## config.mk

```make
export PLATFORM = sky130hd
export DESIGN_NAME = axil_cmd_master_flat
export DESIGN_NICKNAME = d
export VERILOG_FILES = /design/src/rtl/axil_cmd_master_if.sv /design/src/rtl/axil_cmd_master.sv /design/src/flat_wrapper.sv
export SDC_FILE = /design/constraint.sdc
export NUM_CORES = 1
export LEC_CHECK = 0
export BUFFER_PORTS_ARGS = -buffer_cell sky130_fd_sc_hd__clkbuf_2
export CORE_ASPECT_RATIO = 0.6
export CORE_MARGIN = 2
export CORE_UTILIZATION = 45
export CTS_CLUSTER_DIAMETER = 60
export DETAILED_ROUTE_END_ITERATION = 16
export GPL_ROUTABILITY_DRIVEN = 0
export PLACE_DENSITY = 0.78
export SLEW_MARGIN = 20
export SYNTH_ARGS = -nofsm -noshare
export SYNTH_HDL_FRONTEND = slang
export SYNTH_SLANG_ARGS = --single-unit
```

## constraint.sdc

```tcl
create_clock -name clk_main_a0 -period 4.1 [get_ports clk_main_a0]
set_clock_uncertainty 0.15 [all_clocks]
set_input_delay 0.41 -clock clk_main_a0 [delete_from_list [all_inputs] [get_ports clk_main_a0]]
set_output_delay 0.41 -clock clk_main_a0 [all_outputs]
set_load 0.02 [all_outputs]
```

## src/rtl/axil_cmd_master_if.sv

```systemverilog
// axil_cmd_master_if: AXI-Lite signal bundle between the command master and an OCL-style slave
// Ports (signals): AW (awaddr/awvalid/awready), W (wdata/wstrb/wvalid/wready),
// B (bresp/bvalid/bready), AR (araddr/arvalid/arready), R (rdata/rresp/rvalid/rready).
// Modports: master drives valids/payloads and bready/rready; slave drives the rest.
interface axil_cmd_master_if #(
  parameter int ADDR_W = 32,
  parameter int DATA_W = 32
);
  logic [ADDR_W-1:0]   awaddr;
  logic                awvalid;
  logic                awready;
  logic [DATA_W-1:0]   wdata;
  logic [DATA_W/8-1:0] wstrb;
  logic                wvalid;
  logic                wready;
  logic [1:0]          bresp;
  logic                bvalid;
  logic                bready;
  logic [ADDR_W-1:0]   araddr;
  logic                arvalid;
  logic                arready;
  logic [DATA_W-1:0]   rdata;
  logic [1:0]          rresp;
  logic                rvalid;
  logic                rready;
  modport master (
    output awaddr, awvalid, wdata, wstrb, wvalid, bready, araddr, arvalid, rready,
    input  awready, wready, bresp, bvalid, arready, rdata, rresp, rvalid
  );
  modport slave (
    input  awaddr, awvalid, wdata, wstrb, wvalid, bready, araddr, arvalid, rready,
    output awready, wready, bresp, bvalid, arready, rdata, rresp, rvalid
  );
endinterface

```

## src/rtl/axil_cmd_master.sv

```systemverilog
// axil_cmd_master: single-outstanding AXI-Lite initiator driven by a command/response stream
// Ports:
//   clk_main_a0, rst_main_n        clock, asynchronous active-low reset
//   i_cmd_* / o_cmd_ready          command stream (write flag, address, data, strobes)
//   o_rsp_* / i_rsp_ready          response stream (write echo, read data, resp, timeout flag)
//   m_axi                          AXI-Lite master port (axil_cmd_master_if.master)
//   o_wr_count, o_rd_count         completed writes/reads, wrapping
//   o_err_count                    completed transactions with nonzero resp, saturating
module axil_cmd_master #(
  parameter int ADDR_W  = 32,
  parameter int DATA_W  = 32,
  parameter int TIMEOUT = 1024
) (
  input  logic                clk_main_a0,
  input  logic                rst_main_n,
  input  logic                i_cmd_valid,
  output logic                o_cmd_ready,
  input  logic                i_cmd_write,
  input  logic [ADDR_W-1:0]   i_cmd_addr,
  input  logic [DATA_W-1:0]   i_cmd_wdata,
  input  logic [DATA_W/8-1:0] i_cmd_wstrb,
  output logic                o_rsp_valid,
  input  logic                i_rsp_ready,
  output logic                o_rsp_write,
  output logic [DATA_W-1:0]   o_rsp_rdata,
  output logic [1:0]          o_rsp_resp,
  output logic                o_rsp_timeout,
  axil_cmd_master_if.master   m_axi,
  output logic [31:0]         o_wr_count,
  output logic [31:0]         o_rd_count,
  output logic [15:0]         o_err_count
);
  localparam int PW = $clog2(TIMEOUT + 1);
  typedef enum logic [2:0] {IDLE, WR, WR_RESP, RD_ADDR, RD_DATA, RSP} state_t;
  state_t              r_state;
  logic                r_cmd_ready;
  logic                r_awvalid;
  logic                r_wvalid;
  logic                r_bready;
  logic                r_arvalid;
  logic                r_rready;
  logic                r_rsp_valid;
  logic                r_write;
  logic                r_timeout;
  logic [ADDR_W-1:0]   r_addr;
  logic [DATA_W-1:0]   r_wdata;
  logic [DATA_W/8-1:0] r_wstrb;
  logic [DATA_W-1:0]   r_rdata;
  logic [1:0]          r_resp;
  logic [PW-1:0]       r_phase;
  logic [31:0]         r_wr_count;
  logic [31:0]         r_rd_count;
  logic [15:0]         r_err_count;
  logic                w_wait;
  logic                w_aw_done;
  logic                w_w_done;
  assign w_wait    = r_state inside {WR, WR_RESP, RD_ADDR, RD_DATA};
  // A write channel is finished when its beat was already taken or is being taken now.
  assign w_aw_done = !r_awvalid || m_axi.awready;
  assign w_w_done  = !r_wvalid || m_axi.wready;
  assign o_cmd_ready   = r_cmd_ready;
  assign o_rsp_valid   = r_rsp_valid;
  assign o_rsp_write   = r_write;
  assign o_rsp_rdata   = r_rdata;
  assign o_rsp_resp    = r_resp;
  assign o_rsp_timeout = r_timeout;
  assign o_wr_count    = r_wr_count;
  assign o_rd_count    = r_rd_count;
  assign o_err_count   = r_err_count;
  assign m_axi.awaddr  = r_addr;
  assign m_axi.awvalid = r_awvalid;
  assign m_axi.wdata   = r_wdata;
  assign m_axi.wstrb   = r_wstrb;
  assign m_axi.wvalid  = r_wvalid;
  assign m_axi.bready  = r_bready;
  assign m_axi.araddr  = r_addr;
  assign m_axi.arvalid = r_arvalid;
  assign m_axi.rready  = r_rready;
  always_ff @(posedge clk_main_a0 or negedge rst_main_n) begin
    if (!rst_main_n) begin
      r_state     <= IDLE;
      r_cmd_ready <= 1'b0;
      r_awvalid   <= 1'b0;
      r_wvalid    <= 1'b0;
      r_bready    <= 1'b0;
      r_arvalid   <= 1'b0;
      r_rready    <= 1'b0;
      r_rsp_valid <= 1'b0;
      r_write     <= 1'b0;
      r_timeout   <= 1'b0;
      r_addr      <= '0;
      r_wdata     <= '0;
      r_wstrb     <= '0;
      r_rdata     <= '0;
      r_resp      <= '0;
      r_phase     <= '0;
      r_wr_count  <= '0;
      r_rd_count  <= '0;
      r_err_count <= '0;
    end else begin
      // Phase counter parks at TIMEOUT; the flag is sticky for the transaction while AXI keeps waiting.
      if (w_wait && r_phase != PW'(TIMEOUT)) r_phase <= r_phase + PW'(1);
      if (w_wait && r_phase == PW'(TIMEOUT)) r_timeout <= 1'b1;
      case (r_state)
        IDLE: begin
          if (r_cmd_ready && i_cmd_valid) begin
            r_cmd_ready <= 1'b0;
            r_write     <= i_cmd_write;
            r_addr      <= i_cmd_addr;
            r_wdata     <= i_cmd_wdata;
            r_wstrb     <= i_cmd_wstrb;
            r_timeout   <= 1'b0;
            r_phase     <= '0;
            r_awvalid   <= i_cmd_write;
            r_wvalid    <= i_cmd_write;
            r_arvalid   <= !i_cmd_write;
            r_state     <= i_cmd_write ? WR : RD_ADDR;
          end else begin
            r_cmd_ready <= 1'b1;
          end
        end
        WR: begin
          if (m_axi.awready) r_awvalid <= 1'b0;
          if (m_axi.wready) r_wvalid <= 1'b0;
          if (w_aw_done && w_w_done) begin
            r_bready <= 1'b1;
            r_phase  <= '0;
            r_state  <= WR_RESP;
          end
        end
        WR_RESP: begin
          if (m_axi.bvalid) begin
            r_bready <= 1'b0;
            r_resp   <= m_axi.bresp;
            r_rdata  <= '0;
            r_state  <= RSP;
          end
        end
        RD_ADDR: begin
          if (m_axi.arready) begin
            r_arvalid <= 1'b0;
            r_rready  <= 1'b1;
            r_phase   <= '0;
            r_state   <= RD_DATA;
          end
        end
        RD_DATA: begin
          if (m_axi.rvalid) begin
            r_rready <= 1'b0;
            r_rdata  <= m_axi.rdata;
            r_resp   <= m_axi.rresp;
            r_state  <= RSP;
          end
        end
        RSP: begin
          // First RSP cycle folds the captured resp into the counters so they change together with rsp_valid.
          if (!r_rsp_valid) begin
            r_rsp_valid <= 1'b1;
            if (r_write) r_wr_count <= r_wr_count + 32'd1;
            else r_rd_count <= r_rd_count + 32'd1;
            if (r_resp != 2'b00 && r_err_count != 16'hFFFF) r_err_count <= r_err_count + 16'd1;
          end else if (i_rsp_ready) begin
            r_rsp_valid <= 1'b0;
            r_cmd_ready <= 1'b1;
            r_state     <= IDLE;
          end
        end
        default: r_state <= IDLE;
      endcase
    end
  end
endmodule

```

## src/flat_wrapper.sv

```systemverilog
// flat-port wrapper written by rule: the top's interface ports become plain ports
module axil_cmd_master_flat 
#(
  parameter int ADDR_W  = 32,
  parameter int DATA_W  = 32,
  parameter int TIMEOUT = 1024
)
  (clk_main_a0, rst_main_n, i_cmd_valid, o_cmd_ready, i_cmd_write, i_cmd_addr, i_cmd_wdata, i_cmd_wstrb, o_rsp_valid, i_rsp_ready, o_rsp_write, o_rsp_rdata, o_rsp_resp, o_rsp_timeout, o_wr_count, o_rd_count, o_err_count, m_axi_awaddr, m_axi_awvalid, m_axi_wdata, m_axi_wstrb, m_axi_wvalid, m_axi_bready, m_axi_araddr, m_axi_arvalid, m_axi_rready, m_axi_awready, m_axi_wready, m_axi_bresp, m_axi_bvalid, m_axi_arready, m_axi_rdata, m_axi_rresp, m_axi_rvalid);
  axil_cmd_master_if #(.ADDR_W(ADDR_W), .DATA_W(DATA_W)) m_axi_i ();
  input  logic clk_main_a0;
  input  logic rst_main_n;
  input  logic i_cmd_valid;
  output logic o_cmd_ready;
  input  logic i_cmd_write;
  input  logic [ADDR_W-1:0] i_cmd_addr;
  input  logic [DATA_W-1:0] i_cmd_wdata;
  input  logic [DATA_W/8-1:0] i_cmd_wstrb;
  output logic o_rsp_valid;
  input  logic i_rsp_ready;
  output logic o_rsp_write;
  output logic [DATA_W-1:0] o_rsp_rdata;
  output logic [1:0] o_rsp_resp;
  output logic o_rsp_timeout;
  output logic [31:0] o_wr_count;
  output logic [31:0] o_rd_count;
  output logic [15:0] o_err_count;
  output wire logic [$bits(m_axi_i.awaddr)-1:0] m_axi_awaddr;
  output wire logic [$bits(m_axi_i.awvalid)-1:0] m_axi_awvalid;
  output wire logic [$bits(m_axi_i.wdata)-1:0] m_axi_wdata;
  output wire logic [$bits(m_axi_i.wstrb)-1:0] m_axi_wstrb;
  output wire logic [$bits(m_axi_i.wvalid)-1:0] m_axi_wvalid;
  output wire logic [$bits(m_axi_i.bready)-1:0] m_axi_bready;
  output wire logic [$bits(m_axi_i.araddr)-1:0] m_axi_araddr;
  output wire logic [$bits(m_axi_i.arvalid)-1:0] m_axi_arvalid;
  output wire logic [$bits(m_axi_i.rready)-1:0] m_axi_rready;
  input wire logic [$bits(m_axi_i.awready)-1:0] m_axi_awready;
  input wire logic [$bits(m_axi_i.wready)-1:0] m_axi_wready;
  input wire logic [$bits(m_axi_i.bresp)-1:0] m_axi_bresp;
  input wire logic [$bits(m_axi_i.bvalid)-1:0] m_axi_bvalid;
  input wire logic [$bits(m_axi_i.arready)-1:0] m_axi_arready;
  input wire logic [$bits(m_axi_i.rdata)-1:0] m_axi_rdata;
  input wire logic [$bits(m_axi_i.rresp)-1:0] m_axi_rresp;
  input wire logic [$bits(m_axi_i.rvalid)-1:0] m_axi_rvalid;
  assign m_axi_awaddr = m_axi_i.awaddr;
  assign m_axi_awvalid = m_axi_i.awvalid;
  assign m_axi_wdata = m_axi_i.wdata;
  assign m_axi_wstrb = m_axi_i.wstrb;
  assign m_axi_wvalid = m_axi_i.wvalid;
  assign m_axi_bready = m_axi_i.bready;
  assign m_axi_araddr = m_axi_i.araddr;
  assign m_axi_arvalid = m_axi_i.arvalid;
  assign m_axi_rready = m_axi_i.rready;
  assign m_axi_i.awready = m_axi_awready;
  assign m_axi_i.wready = m_axi_wready;
  assign m_axi_i.bresp = m_axi_bresp;
  assign m_axi_i.bvalid = m_axi_bvalid;
  assign m_axi_i.arready = m_axi_arready;
  assign m_axi_i.rdata = m_axi_rdata;
  assign m_axi_i.rresp = m_axi_rresp;
  assign m_axi_i.rvalid = m_axi_rvalid;
  axil_cmd_master #(.ADDR_W(ADDR_W), .DATA_W(DATA_W), .TIMEOUT(TIMEOUT)) u_core (.clk_main_a0(clk_main_a0), .rst_main_n(rst_main_n), .i_cmd_valid(i_cmd_valid), .o_cmd_ready(o_cmd_ready), .i_cmd_write(i_cmd_write), .i_cmd_addr(i_cmd_addr), .i_cmd_wdata(i_cmd_wdata), .i_cmd_wstrb(i_cmd_wstrb), .o_rsp_valid(o_rsp_valid), .i_rsp_ready(i_rsp_ready), .o_rsp_write(o_rsp_write), .o_rsp_rdata(o_rsp_rdata), .o_rsp_resp(o_rsp_resp), .o_rsp_timeout(o_rsp_timeout), .m_axi(m_axi_i), .o_wr_count(o_wr_count), .o_rd_count(o_rd_count), .o_err_count(o_err_count));
endmodule
```

==> reports/qor.csv <==
stage;metric;value;unit
clock_tree;clock root cell;clkbuf_16;
logic_synthesis;synth warn;0;
global_route;grt peak-use layer;met2;
drt;vias per cell;5.122;
drt;via count;6966;
sta;worst slew pin tran;0.8740;ns
global_route;met1 Track Usage GR;29.88;%
sta;final worst path period share;69.54;%
global_route;antenna violations before repair;0;
setup_path;r2r endpoint;u_core.o_wr_count[21]$_DFFE_PN0P_;
worst_hold_path;worst min path class;in -> reg;
clock_tree;Skew-Pair Late Insertion Delay;0.48;ns
power_and_ir_drop;LEAKAGE;6.040;nW
setup_path;Worst R2R Start;u_core.r_state[0]$_DFFE_PN0P_;
clock_tree;Worst-path clk slew;0.06;ns
setup_path;Crit-path slowest cell;dfrtp_1;
clock_tree;clock buffer count from CTS;20;
sta;final worst path period need;2.851;ns
logic_synthesis;Post-synth EDFFs;0;
setup_path;Critical Path Sink Type;flop;
sta;Final WS setup;1.249;ns
drt;Detailed Routing Iterations Pass 1;5;
setup_path;CP top delay family;simple AND/OR/NAND/NOR gates;
clock_tree;TritonCTS clock tree;done;
logic_synthesis;most area-consuming cells after synthesis;dfrtp_1 58%, mux2_2 8.7%, xnor2_1 5.3%;
power_and_ir_drop;sequential fraction of design power;38.5;%
clock_tree;Gates resized, CTS repair;0;
final_layout;Final nets;1201;
setup_path;worst setup path start;u_core.r_state[0]$_DFFE_PN0P_;
global_route;met2 usage;36.88;%
logic_synthesis;syn nets;829;
drt;1st-iter DRT viols;333;
logic_synthesis;sequential fraction of the synthesis area;58.00;%
sta;Slew headroom;41.73;%
clock_tree;worst-case clock buffer depth;3;
floorplanning;die area;0.02083;mm²
sta;endpoints failing setup;0;
logic_synthesis;Synth Register Bits;205;
floorplanning;Rows;39;
sta;Final Max Tran Viols;0;
place;dpl cells;1261;
final_layout;Finished Core Util;62.11;%
setup_path;CP required;4.31;ns
logic_synthesis;cell taking the most area after synthesis;dfrtp_1;
job;Max Cap Violations;0;
setup_path;critical path type;reg -> reg;
power_and_ir_drop;switching part of the total;38.65;%
power_and_ir_drop;clock power share;23.4;%
place;Post-DP Area;0.01056;mm²
final_layout;layout cells sized above 1;41.77;%
floorplanning;Die Ht;112.6;µm
drt;number of remaining DRC errors;0;
global_route;vias in the first global route;6846;
sta;TNS Setup;0;ns
logic_synthesis;Mapped Area;0.008845;mm²
setup_path;cells on worst reg2reg path;5;
global_route;largest net degree at the start of global routing;106;
floorplanning;Starting Density;46.24;%
floorplanning;CORE AREA;0.01913;mm²
setup_path;crit-path max FO;19;
global_route;gr ovfl total;0;
drt;WL/cell;17.49;µm
power_and_ir_drop;Comb pwr share;38.0;%
logic_synthesis;Unique masters post-synth;47;
setup_path;Critical Path, Cell by Cell;and4bb_1 -> nand4_1 -> nor4_1 -> nand4_1 -> xnor2_1;
floorplanning;Die Width;185.0;µm
setup_path;CP arrival;3.06;ns
power_and_ir_drop;Overall Power;8.026;mW
global_route;first-pass GRT wire length;36780;µm
setup_path;CP most frequent cell;nand4_1;
setup_path;Critical Path Stages;5;
sta;Hold Fails Final Rpt;0;
setup_path;R2R Setup Slk;1.25;ns
logic_synthesis;cells after synthesis;710;
final_layout;# diodes;0;
sta;RSZ-0062 raised after global routing;no;
clock_tree;H-tree depth;1;
drt;Detailed Route WL;23780;µm
final_layout;commonest non-fill, non-tap cell in the layout;clkbuf_2;
power_and_ir_drop;PwrDens;675.6;mW/mm²
place;HPWL Detailed;16410;µm
final_layout;commonest non-fill, non-tap cells in the layout;335 x clkbuf_2, 205 x dfrtp_1, 68 x mux2_2;
final_layout;area delta synth->final;34.32;%
global_route;grt met3 use;4.250;%
sta;fmax;350.7;MHz
logic_synthesis;asr flop ratio synth;100.0;%
final_layout;final instance area;0.01188;mm²
setup_path;Worst Path Buf+Inv;0;
setup_path;CP peak stage delay;0.77;ns
logic_synthesis;post-synth top area share;58.00;%
logic_synthesis;syn_area_per_cell;12.46;µm²
power_and_ir_drop;Psw;3.102;mW
global_route;gr usage total;22.20;%
setup_path;crit path launch type;flop;
place;port bufs;336;
drt;ANT nets after route;0;
setup_path;Worst Setup EP;u_core.o_wr_count[21]$_DFFE_PN0P_;
final_layout;Post-Layout Cell Count;1360;
power_and_ir_drop;Peak VDD IR;400.5;µV
sta;Hold WS;0.01421;ns
logic_synthesis;top_reg_cell synth;dfrtp_1;
power_and_ir_drop;internal power;4.924;mW
floorplanning;Ports;337;
clock_tree;clk sinks;205;
place;pre-CTS WS;1.275;ns
status;status;finished clean;
-- synth_stat cells, types with 2 or more instances --
library cell	instances
xnor2_1	54
or3b_2	2
mux2i_1	3
mux2_1	4
and4_1	10
buf_2	14
a31oi_1	4
inv_1	11
and3_1	19
nor3_2	4
nand2b_1	3
nor4_1	3
nor4b_1	2
a22o_1	32
nor3_1	12
o22ai_1	2
dfrtp_1	205
nand2_1	43
nand4_1	22
nand3_1	34
nor2b_1	2
ha_1	5
o21ai_0	14
a21oi_1	8
mux2_2	68
and2_1	6
clkbuf_1	5
xor2_1	31
buf_4	38
nor4_4	2
nor2_1	30
o221a_2	2
o2111ai_1	2
-- power by group through the flow --
stage | clock, mW | sequential (mW) | combinational, mW
4_1_cts | 1.92 | 3.07 | 3.04
3_3_place_gp | 0 | 3.06 | 2.95
5_1_grt | 2.02 | 3.17 | 3.26
2_1_floorplan | 0 | 3.65 | 1.56
6_report | 1.88 | 3.09 | 3.05
3_5_place_dp | 0 | 3.10 | 2.99
-- timing repair --
action                                 in CTS  in global routing
endpoints found under the hold margin     164                  3
setup buffers                               0                  0
hold buffers                               62                  3
-- cell families after synthesis --
logic type / share of synthesized area, %
AND/OR/NAND/NOR: 12.79
adder cells (fa/ha/maj): 0.7073
XOR/XNOR: 8.417
multiplexers: 9.506
buffers and inverters: 4.697
AO/OA/AOI/OAI: 5.885
flip-flops: 58.00
-- worst min path at each step --
stage / startpoint / end / slack, ns / depth (start not counted)
2_1_floorplan: rst_main_n / u_core.m_axi.araddr[0]$_DFFE_PN0P_ / -0.04 / 0
3_3_place_gp: u_core.m_axi.wdata[23]$_DFFE_PN0P_ / u_core.m_axi.wdata[23]$_DFFE_PN0P_ / 0.32 / 1
3_5_place_dp: u_core.o_wr_count[12]$_DFFE_PN0P_ / u_core.o_wr_count[12]$_DFFE_PN0P_ / 0.32 / 1
4_1_cts: i_cmd_addr[13] / u_core.m_axi.araddr[13]$_DFFE_PN0P_ / 0.00006 / 2
5_1_grt: m_axi_rdata[24] / u_core.o_rsp_rdata[24]$_DFFE_PN0P_ / 0.002 / 2
6_report: m_axi_rdata[11] / u_core.o_rsp_rdata[11]$_DFFE_PN0P_ / 0.01 / 2
-- area by class of cell --
class | instances | area, µm²
clock buffers | 27 | 588.1
clock inverters | 7 | 85.08
fillers | 1537 | 7248
inverters | 11 | 41.29
multi-input cells | 437 | 3304
flip-flops and latches | 205 | 5130
well taps | 266 | 332.8
repair buffers | 407 | 2399
-- state kept, by name, indices dropped and copies added (netlist names), 2 cells and up --
signal	count
u_core.r_state	3
u_core.o_rd_count	32
u_core.m_axi.wstrb	4
u_core.m_axi.wdata	32
u_core.o_wr_count	32
u_core.r_phase	11
u_core.m_axi.araddr	32
u_core.o_err_count	16
u_core.o_rsp_rdata	32
u_core.o_rsp_resp	2
-- layer usage --
layer	up-vias	wire length [µm]
li1	3224	-
met2	260	11450
met5	-	0
met4	0	650
met1	3438	10230
met3	44	1449
(Power assumes the default switching activity.)
